`src/rtl/mips_instruction_encoder_pkg.sv`:
```
// ----------------------------------------------------------------------------
// mips_instruction_encoder_pkg
// Shared types and constants for the MIPS instruction encoder:
//   - opcode_e        : primary opcode values recognised by the encoder
//   - funct_e         : R-format funct codes that get canonical field forcing
//   - branch_mode_e   : legal rt values (branch modes) for opcode REGIMM
//   - instr_format_e  : encoding format chosen for a request
//   - enc_req_t       : field-level instruction request
//   - NOP_WORD/RFE_WORD and the bit position of every instruction field
//   - funct_supported : membership test for the supported R-format funct set
// ----------------------------------------------------------------------------
package mips_instruction_encoder_pkg;

  typedef enum logic [5:0] {
    OP_SPECIAL = 6'h00,
    OP_REGIMM  = 6'h01,
    OP_J       = 6'h02,
    OP_JAL     = 6'h03,
    OP_BEQ     = 6'h04,
    OP_BNE     = 6'h05,
    OP_BLEZ    = 6'h06,
    OP_BGTZ    = 6'h07,
    OP_ADDI    = 6'h08,
    OP_ADDIU   = 6'h09,
    OP_SLTI    = 6'h0A,
    OP_SLTIU   = 6'h0B,
    OP_ANDI    = 6'h0C,
    OP_ORI     = 6'h0D,
    OP_XORI    = 6'h0E,
    OP_LUI     = 6'h0F,
    OP_COP0    = 6'h10,
    OP_COP1    = 6'h11,
    OP_LB      = 6'h20,
    OP_LWR     = 6'h26,
    OP_SB      = 6'h28,
    OP_SWR     = 6'h2E,
    OP_LWC1    = 6'h31,
    OP_SWC1    = 6'h39
  } opcode_e;

  typedef enum logic [5:0] {
    FUNCT_SLL  = 6'h00,
    FUNCT_JR   = 6'h08,
    FUNCT_JALR = 6'h09,
    FUNCT_ADD  = 6'h20
  } funct_e;

  typedef enum logic [4:0] {
    BR_BLTZ   = 5'd0,
    BR_BGEZ   = 5'd1,
    BR_BLTZAL = 5'd16,
    BR_BGEZAL = 5'd17
  } branch_mode_e;

  typedef enum logic [1:0] {
    FMT_R,
    FMT_I,
    FMT_J,
    FMT_ILLEGAL
  } instr_format_e;

  localparam logic [31:0] NOP_WORD = 32'h0000_0000;
  localparam logic [31:0] RFE_WORD = 32'h4200_0010;
  localparam logic [4:0]  LINK_REG = 5'd31;

  // Least-significant bit position of each field in the 32-bit word.
  localparam int OP_LSB     = 26;
  localparam int RS_LSB     = 21;
  localparam int RT_LSB     = 16;
  localparam int RD_LSB     = 11;
  localparam int SHAMT_LSB  = 6;
  localparam int FUNCT_LSB  = 0;
  localparam int IMM_LSB    = 0;
  localparam int TARGET_LSB = 0;

  typedef struct packed {
    logic [5:0]  opcode;
    logic [4:0]  rs;
    logic [4:0]  rt;
    logic [4:0]  rd;
    logic [4:0]  shamt;
    logic [5:0]  funct;
    logic [15:0] imm;
    logic [25:0] target;
  } enc_req_t;

  function automatic logic funct_supported(input logic [5:0] funct);
    return funct inside {6'h00, [6'h02:6'h04], [6'h06:6'h09], 6'h0D,
                         [6'h10:6'h13], [6'h18:6'h1B], [6'h20:6'h27],
                         6'h2A, 6'h2B};
  endfunction

endpackage

```
`src/rtl/mips_instruction_encoder_encode_comb.sv`:
```
// ----------------------------------------------------------------------------
// mips_encode_comb
// Purely combinational request -> instruction word encoder.
//   req     : field-level request (enc_req_t)
//   word    : packed 32-bit instruction, NOP_WORD when the request is illegal
//   illegal : request could not be encoded as a legal instruction
// Canonical forcing: JR/JALR zero their unused fields, JALR defaults rd to the
// link register, LUI zeroes rs, BLEZ/BGTZ zero rt.
// ----------------------------------------------------------------------------
module mips_encode_comb
  import mips_instruction_encoder_pkg::*;
#(
  parameter bit CHECK_FUNCT = 1'b1
) (
  input  enc_req_t    req,
  output logic [31:0] word,
  output logic        illegal
);

  instr_format_e fmt;
  logic          is_rfe;
  logic [4:0]    rs;
  logic [4:0]    rt;
  logic [4:0]    rd;
  logic [4:0]    shamt;

  // NOTE: every variable gets a default at the top of the block so that no
  // path leaves it unassigned, which would otherwise infer a latch.
  always_comb begin
    fmt    = FMT_ILLEGAL;
    is_rfe = 1'b0;
    rs     = req.rs;
    rt     = req.rt;
    rd     = req.rd;
    shamt  = req.shamt;

    case (req.opcode)
      OP_SPECIAL: begin
        if (!CHECK_FUNCT || funct_supported(req.funct)) fmt = FMT_R;
        if (req.funct == FUNCT_JR) begin
          rt    = '0;
          rd    = '0;
          shamt = '0;
        end else if (req.funct == FUNCT_JALR) begin
          rt    = '0;
          shamt = '0;
          if (req.rd == '0) rd = LINK_REG;
        end
      end
      OP_J, OP_JAL: fmt = FMT_J;
      OP_REGIMM: begin
        if (req.rt inside {BR_BLTZ, BR_BGEZ, BR_BLTZAL, BR_BGEZAL}) fmt = FMT_I;
      end
      OP_BLEZ, OP_BGTZ: begin
        fmt = FMT_I;
        rt  = '0;
      end
      OP_LUI: begin
        fmt = FMT_I;
        rs  = '0;
      end
      OP_COP0: begin
        fmt    = FMT_R;
        is_rfe = 1'b1;
      end
      OP_BEQ, OP_BNE, OP_ADDI, OP_ADDIU, OP_SLTI, OP_SLTIU,
      OP_ANDI, OP_ORI, OP_XORI: fmt = FMT_I;
      default: begin
        if (req.opcode inside {[OP_LB:OP_LWR], [OP_SB:OP_SWR], OP_LWC1, OP_SWC1})
          fmt = FMT_I;
      end
    endcase
  end

  always_comb begin
    word    = NOP_WORD;
    illegal = 1'b0;
    case (fmt)
      FMT_R: begin
        word[OP_LSB +: 6]    = req.opcode;
        word[RS_LSB +: 5]    = rs;
        word[RT_LSB +: 5]    = rt;
        word[RD_LSB +: 5]    = rd;
        word[SHAMT_LSB +: 5] = shamt;
        word[FUNCT_LSB +: 6] = req.funct;
      end
      FMT_I: begin
        word[OP_LSB +: 6]   = req.opcode;
        word[RS_LSB +: 5]   = rs;
        word[RT_LSB +: 5]   = rt;
        word[IMM_LSB +: 16] = req.imm;
      end
      FMT_J: begin
        word[OP_LSB +: 6]      = req.opcode;
        word[TARGET_LSB +: 26] = req.target;
      end
      default: illegal = 1'b1;
    endcase
    // RFE is a fixed coprocessor-0 word regardless of the request fields.
    if (is_rfe) word = RFE_WORD;
  end

endmodule

```
`src/rtl/mips_instruction_encoder.sv`:
```
// ----------------------------------------------------------------------------
// mips_instruction_encoder
// Two-stage valid/ready pipeline that packs field-level requests into legal
// 32-bit MIPS words. S1 holds the raw request, S2 the encoded word.
// Ports:
//   clk, rst                 : clock, synchronous active-high reset
//   req_valid / req_ready    : request handshake
//   req_opcode .. req_target : request fields
//   out_valid / out_ready    : output handshake
//   out_instruction          : encoded word (32'h0 for an illegal request)
//   out_illegal              : word substitutes an illegal request
//   illegal_count            : saturating count of illegal requests encoded
// ----------------------------------------------------------------------------
module mips_instruction_encoder
  import mips_instruction_encoder_pkg::*;
#(
  parameter int COUNT_WIDTH = 16,
  parameter bit CHECK_FUNCT = 1'b1
) (
  input  logic                   clk,
  input  logic                   rst,
  input  logic                   req_valid,
  output logic                   req_ready,
  input  logic [5:0]             req_opcode,
  input  logic [4:0]             req_rs,
  input  logic [4:0]             req_rt,
  input  logic [4:0]             req_rd,
  input  logic [4:0]             req_shamt,
  input  logic [5:0]             req_funct,
  input  logic [15:0]            req_imm,
  input  logic [25:0]            req_target,
  output logic                   out_valid,
  input  logic                   out_ready,
  output logic [31:0]            out_instruction,
  output logic                   out_illegal,
  output logic [COUNT_WIDTH-1:0] illegal_count
);

  logic        s1_valid;
  enc_req_t    s1_req;
  logic        s2_adv;
  logic        accept;
  logic [31:0] enc_word;
  logic        enc_illegal;

  assign s2_adv    = !out_valid || out_ready;
  assign req_ready = !rst && (!s1_valid || s2_adv);
  assign accept    = req_valid && req_ready;

  // NOTE: the S1 payload has no reset; s1_valid alone qualifies it, so the
  // wide data register stays a plain enable flop.
  always_ff @(posedge clk) begin
    if (accept) begin
      s1_req <= '{opcode: req_opcode, rs: req_rs, rt: req_rt, rd: req_rd,
                  shamt: req_shamt, funct: req_funct, imm: req_imm,
                  target: req_target};
    end
  end

  mips_encode_comb #(
    .CHECK_FUNCT (CHECK_FUNCT)
  ) u_encode (
    .req     (s1_req),
    .word    (enc_word),
    .illegal (enc_illegal)
  );

  // NOTE: sequential state uses non-blocking assignments so every flop
  // samples the pre-edge values regardless of statement order.
  always_ff @(posedge clk) begin
    if (rst) begin
      s1_valid        <= 1'b0;
      out_valid       <= 1'b0;
      out_instruction <= '0;
      out_illegal     <= 1'b0;
      illegal_count   <= '0;
    end else begin
      // When S1 can take a new entry it is either empty or draining into S2
      // this cycle, so its next occupancy is simply req_valid.
      if (req_ready) s1_valid <= req_valid;

      if (s2_adv) begin
        out_valid <= s1_valid;
        if (s1_valid) begin
          out_instruction <= enc_word;
          out_illegal     <= enc_illegal;
          if (enc_illegal && (illegal_count != '1))
            illegal_count <= illegal_count + COUNT_WIDTH'(1);
        end
      end
    end
  end

endmodule

```
`config.mk`:
```
export PLATFORM = sky130hd
export DESIGN_NAME = mips_instruction_encoder
export DESIGN_NICKNAME = d
export VERILOG_FILES = /design/src/rtl/mips_instruction_encoder_pkg.sv /design/src/rtl/mips_instruction_encoder_encode_comb.sv /design/src/rtl/mips_instruction_encoder.sv
export SDC_FILE = /design/constraint.sdc
export NUM_CORES = 1
export LEC_CHECK = 0
export ABC_CLOCK_PERIOD_IN_PS = 3600
export BUFFER_PORTS_ARGS = -buffer_cell sky130_fd_sc_hd__buf_4
export CORE_MARGIN = 3
export CORE_UTILIZATION = 53
export CTS_CLUSTER_DIAMETER = 30
export DETAILED_ROUTE_END_ITERATION = 6
export GPL_TIMING_DRIVEN = 0
export PLACE_DENSITY = 0.77
export SLEW_MARGIN = 20
export SYNTH_ARGS = -nofsm -noshare
export SYNTH_HDL_FRONTEND = slang
export SYNTH_HIERARCHICAL = 1
export SYNTH_SLANG_ARGS = --single-unit
```
`constraint.sdc`:
```
create_clock -name clk -period 3.6 [get_ports clk]
set_input_delay 0 -clock clk [delete_from_list [all_inputs] [get_ports clk]]
set_output_delay 0 -clock clk [all_outputs]
set_load 0.1 [all_outputs]
```
-- Word level (Yosys, flattened, before mapping)
Index checks and enable logic that the tools add are counted.
- word-level logic and storage cells: 105
- bits in registers: 125
- memory bits (writable): 0
- output and inout bits: 51
- bits in latches: 0
- ROM bits: 0
- memories kept: 0
- input port bits: 78
- muxes and demuxes: 19
- magnitude comparators: 14
- equal/unequal tests: 29
- shifts and indexed selects: 0
- divide/modulo/power cells: 0
- multiply operators: 0
- add/sub/neg operators: 1
- reduce and logical (&&, ||, !) cells: 29
- bitwise operators: 0
- operators with widths (operator ; count):
    $pmux 32 s3 ; 1
    $eq 6x4->1 const B ; 11
    $mux 5 ; 10
    $mux 32 ; 1
    $eq 6x3->1 const B ; 4
    $eq 6x6->1 const B ; 4
    $ge 6x6->1 const B ; 3
    $le 6x6->1 const B ; 3
    $add 16x1->16 const B ; 1
    $ne 16x16->1 const B ; 1
    $eq 6x2->1 const B ; 2
    $ge 6x5->1 const B ; 2
    $le 6x5->1 const B ; 2
    $logic_not 6->1 ; 2
    $reduce_or 12->1 ; 1
    $eq 5x5->1 const B ; 2
    $logic_and 1x1->1 ; 10
    $logic_not 5->1 ; 2
    $pmux 2 s5 ; 1
    $pmux 5 s2 ; 1
    $reduce_bool 9->1 ; 1
    $reduce_bool 4->1 ; 2
    $eq 6x1->1 const B ; 1
    $eq 6x5->1 const B ; 1
    16 further kinds ; 23

-- Logic depth before layout (Yosys ltp)
- depth after elaboration: 10
- mapped depth: 12
- gate-level depth less buffers: 10

-- By module
The synthesis kept the hierarchy.
- by module, submodules not included (module ; sequential area each (µm²) ; area an instance (µm²) ; times used ; cells each):
    mips_instruction_encoder ; 3243.1 ; 4320.4 ; 1 ; 331
    mips_encode_comb ; 0.0 ; 870.8 ; 1 ; 141

-- Least setup slack after synthesis
No wires, ideal clock.
- path kind: reg2reg
- start point: register out_valid
- end point: register s1_req[0] (netlist name), enable pin
- stages on the path, launching flop included: 4
- clock period less this slack: 4.827 ns
- data required time: 3.161 ns
- buffers on the path: 0
- arrival time: 4.387 ns
- setup slack: -1.227 ns
- setup time: 0.439 ns
- cells stage by stage: dfxtp_1 -> nor2b_1 -> a21oi_1 -> and2_1
- word-level cells in the longest chain between the ends: 5
- RTL lines (element ; line ; source):
    start, declared ; mips_instruction_encoder.sv:32 ; output logic out_valid,
    start signal, assigned ; mips_instruction_encoder.sv:83 ; out_valid <= s1_valid;
    $logic_not 1->1 ; mips_instruction_encoder.sv:46 ; assign s2_adv = !out_valid || out_ready;
    $logic_or 1x1->1 ; mips_instruction_encoder.sv:46 ;
    $logic_or 1x1->1 ; mips_instruction_encoder.sv:47 ; assign req_ready = !rst && (!s1_valid || s2_adv);
    $logic_and 1x1->1 ; mips_instruction_encoder.sv:47 ;
    via req_ready ; mips_instruction_encoder.sv:23 ; output logic req_ready,
    $logic_and 1x1->1 ; mips_instruction_encoder.sv:48 ; assign accept = req_valid && req_ready;
    via accept ; mips_instruction_encoder.sv:42 ; logic accept;
    end signal, assigned ; mips_instruction_encoder.sv:54 ; s1_req <= '{opcode: req_opcode, rs: req_rs, rt: req_rt, rd: req_rd,
    end, declared ; mips_instruction_encoder.sv:40 ; enc_req_t s1_req;
The timed path passes the listed nets, and every way through them passes these cells.
A chain may end at the register's enable or synchronous reset.

-- Final worst setup path
- start point: register s1_req[71] (netlist name)
- end point: register illegal_count[3]
- word-level cells in the longest chain between the ends: 10
- elaborated cells between the ends (all ways): 37
- classes of those cells: 4 x order compare; 20 x eq/ne; 3 x mux; 10 x reduce/logical
- RTL lines (element ; line ; source):
    $ge 6x6->1 or $le 6x6->1 (tied branches) ; mips_instruction_encoder_encode_comb.sv:69 ; if (req.opcode inside {[OP_LB:OP_LWR], [OP_SB:OP_SWR], OP_LWC1, OP_SWC1})
    $logic_and 1x1->1 ; mips_instruction_encoder_encode_comb.sv:69 ;
    $reduce_bool 4->1 ; mips_instruction_encoder_encode_comb.sv:69 ;
    $mux 2 ; mips_instruction_encoder_encode_comb.sv:69 ;
    $pmux 2 s5 (*) ; mips_instruction_encoder_encode_comb.sv:37 ; case (req.opcode)
    $eq 2x1->1, or another cell as far along ; mips_instruction_encoder_encode_comb.sv:78 ; case (fmt)
    $reduce_or 3->1 (no source line) (*) ; -- ;
    $mux 1 (*) ; mips_instruction_encoder_encode_comb.sv:78 ;
    via enc_illegal ; mips_instruction_encoder.sv:44 ; logic enc_illegal;
    $logic_and 1x1->1 (*) ; mips_instruction_encoder.sv:87 ; if (enc_illegal && (illegal_count != '1))
    $reduce_and 3->1 (no source line) (*) ; -- ;
    end signal, assigned ; mips_instruction_encoder.sv:88 ; illegal_count <= illegal_count + COUNT_WIDTH'(1);
    end, declared ; mips_instruction_encoder.sv:36 ; output logic [COUNT_WIDTH-1:0] illegal_count
The timed path passes the listed nets; every way through them passes the cells marked *.

==> results.toml <==
[status]
status = "finished clean"

[critical_path]
critPathMaxFanout = 10
worst_setup_path_type = "reg -> reg"
required_ps = 4040
setup.worst_path.end_class = "register"
worst-endpoint-arrival_ps = 3900
cp-start-kind = "register"
r2r_slack_ps = 140

[finish]
final_nets = 777
post-route-util_pct = 82.4
area.growth.synth_to_final_pct = 48.8
final.fill_count = 543
layout.area.seq_mm2 = 0.00324
antenna_cells_inserted = 0
final_layout_size_suffix_gt1_share_pct = 25.8
area_of_the_multi_input_gates_mm2 = 0.00180

[cts]
post_cts_buffers = 0
tritoncts_num_sinks = 125
cts_buffer_depth = 2
cts-htree-levels = 4
cts_tree = "done"
clk_root_buffer_cell = "clkbuf_8"
worstSkewPairLatency_ps = 520
clkSlewWorstSetupHoldPaths_ps = 60
numCtsBuffers = 17

[detailed_routing]
finalWirelength_um = 15000
wl_per_cell_um = 17.8
drt_pass1_iterations = 5
drc_errors = 0
drtAntennaViolNets = 0
initialDrtViolationCount = 334
detail_route.vias_per_cell = 5.57
vias = 4676

[global_routing]
pin_count_of_the_biggest_net_entering_global_routing = 57
number_of_antenna_violations_at_the_first_check_in_global_routing = 0
grt_pass1_vias = 4595
grt_pass1_wl_um = 23900
gr-total-overflow = 0
grtUsageTotal_pct = 27.8

[pwr]
power.switching_uw = 849
p_int_uw = 2850
vdd.ir_drop.worst_v = 0.000378
pwr-share-seq_pct = 43.2
power.clock.fraction_pct = 46.4
power.density_cell_area_mw_per_mm2 = 479
part_of_the_power_in_combinational_logic_pct = 10.4
power.share.switching_pct = 22.9
leakage_uw = 0.00294

[timing]
report.final.slew_viol_count = 0
finClkSkew_ps = 10.4
worst-slew-pin-transition_ps = 797
layout_worst_path_cycle_share_pct = 96.0
max_freq_mhz = 289
fin_crit_ps = 3460
setup_viol = 0
grt_setup_unrepaired = "no"
timing_hold_violations_final = 0
slew_headroom_pct = 46.9
finalSetupTns_ps = 0

[yosys]
synth_enable_flop_cells = 74
postSynthRegisterBits = 125
synth_compound_gate_area_share_pct = 16.7
netlist_area_mm2 = 0.00519
share_of_the_yosys_chip_area_belonging_to_registers_pct = 62.5
mappedNetlistNets = 551
ys_async_sr_fraction_pct = 0
synth-warning-count = 6
synth_mux_area_share_pct = 1.06
synth_simple_gate_area_share_pct = 16.6
syn_inst = 472
synth_top_family_by_area = "compound AO/OA/AOI/OAI gates"
synth_fa_ha_area_share_pct = 0.241
synth_area_per_cell_um2 = 11.0
yosysUniqueCellTypes = 60
synth_xor_xnor_area_share_pct = 0
yosys_most_used_dff = "edfxtp_1"

[floorplan]
floorplan.initialDensity_pct = 55.4
floorplan.io_pins = 129
die_w_um = 105
die_y_um = 105
placeableCoreArea_mm2 = 0.00937
die_area_mm2 = 0.0110
rows = 35

[placed_design]
dp.final_hpwl_um = 9240
finalWeightedCongestion = 0.893
port_buffers = 128

[flow_run]
cap_viol_max_count = 0

[worst_hold_path]
worstHoldPathType = "in -> reg"
## layer usage
layer  wire (um)  vias up  track usage (%)
li1            -     2223                -
met1        5860     2202             34.1
met2        7750      216             48.0
met3        1020       35             6.18
met4         319        0             10.0
met5           0        -                0
## through the flow
stage / setup slack [ps] / cell area [um^2] / hold WS, ps / instances / total power (uW)
after floorplan: 207 / 5200 / 98.9 / 472 / 1800
after global placement: 284 / 6320 / 179 / 729 / 1930
after detailed placement: 236 / 6350 / 179 / 730 / 1940
after CTS: 195 / 7730 / 189 / 839 / 3710
after global routing: 42.1 / 7730 / 196 / 839 / 3820
final: 144 / 7730 / 203 / 839 / 3700
## worst paths after layout
path	start	endpoint	depth (start not counted)
min reg2reg	out_instruction[0]	out_instruction[0]	2
min	req_rt[1]	s1_req[59]	2
max reg2reg	s1_req[71]	illegal_count[3]	11
max	s1_req[71]	illegal_count[3]	11
## power groups by stage
stage                     Combinational, uW  Clock [uW]  Sequential [uW]
after floorplan                         108           0             1700
after global placement                  300           0             1620
after detailed placement                310           0             1630
after CTS                               379        1730             1600
after global routing                    410        1810             1600
final                                   386        1720             1600
## Yosys cell counts (all sizes together), types with 2 or more instances
cell      n  share of area, %
nor3      4              0.60
mux2      4              0.87
buf       4              0.51
clkbuf   20               1.7
or4       5              0.72
o31ai     4              0.58
a21oi    64               6.2
nand4     3              0.36
o2111ai   2              0.34
a31oi     2              0.24
o21ai     9              0.94
nand2b    2              0.29
edfxtp   74                43
a22oi    14               2.0
nor2     23               1.7
nor4      7              0.84
o311ai    2              0.34
o41ai     2              0.34
o221ai    5              0.84
a32o      2              0.39
o21a      2              0.29
nand3     9               1.1
and2      9               1.1
dfxtp    51                20
o21bai    2              0.29
nand2    87               6.3
a222oi    5              0.96
a211oi    3              0.43
inv       9              0.65
nor2b     7              0.84
a32oi     5              0.84
or3       5              0.70
a221oi    2              0.34
and3      8               1.0
## cell families (layout without fill, tap and decap cells)
family	Yosys count	in the layout
simple gates	175	175
compound gates	132	132
flops	125	125
buf+inv	34	272
mux	5	5
fa+ha+maj	1	1
## registers in the layout, indices dropped and copies added (netlist names)
signal	cells
s1_valid	1
out_valid	1
s1_req	74
out_instruction	32
illegal_count	16
out_illegal	1
## layout by cell type (no fill, tap or decap), types with 5 or more instances in the layout
cell type,synthesis,layout
buf_4,0,128
nand2_1,87,87
dlygate4sd3_1,0,78
edfxtp_1,74,74
a21oi_1,64,63
dfxtp_1,51,51
nor2_1,23,23
clkbuf_1,17,19
clkbuf_16,0,16
a22oi_1,14,14
inv_1,9,9
and2_1,9,8
nand3_1,8,8
nor2b_1,7,7
nor4_1,7,7
o21ai_0,7,6
and3_1,5,5
or4_1,5,5
a32oi_1,5,5
o221ai_1,5,5
a222oi_1,5,5
## layout make-up
class / instances / area share [%]
inverter: 9 / 0.437
clock inverter: 12 / 2.22
timing repair buffer: 207 / 22.9
clock buffer: 19 / 5.46
tap: 129 / 2.09
multi-input combinational: 313 / 23.3
sequential: 125 / 42.0
buffer: 25 / 1.59
## critical path, stage by stage (launching register included)
cell,delay [ps]
edfxtp_1,490
or3_4,450
or3_1,350
nor2_1,230
a22oi_1,160
or2_2,360
inv_1,90
and3_1,200
nand3_1,160
buf_2,240
or4_1,480
a21oi_1,170
## timing repair
action                                  CTS  global route
resized for setup                         0             1
hold buffers                             78             0
endpoints found under the setup margin    0             5
hold endpoints to repair                 79             0
Note: power is estimated with default switching activity, not from simulation.
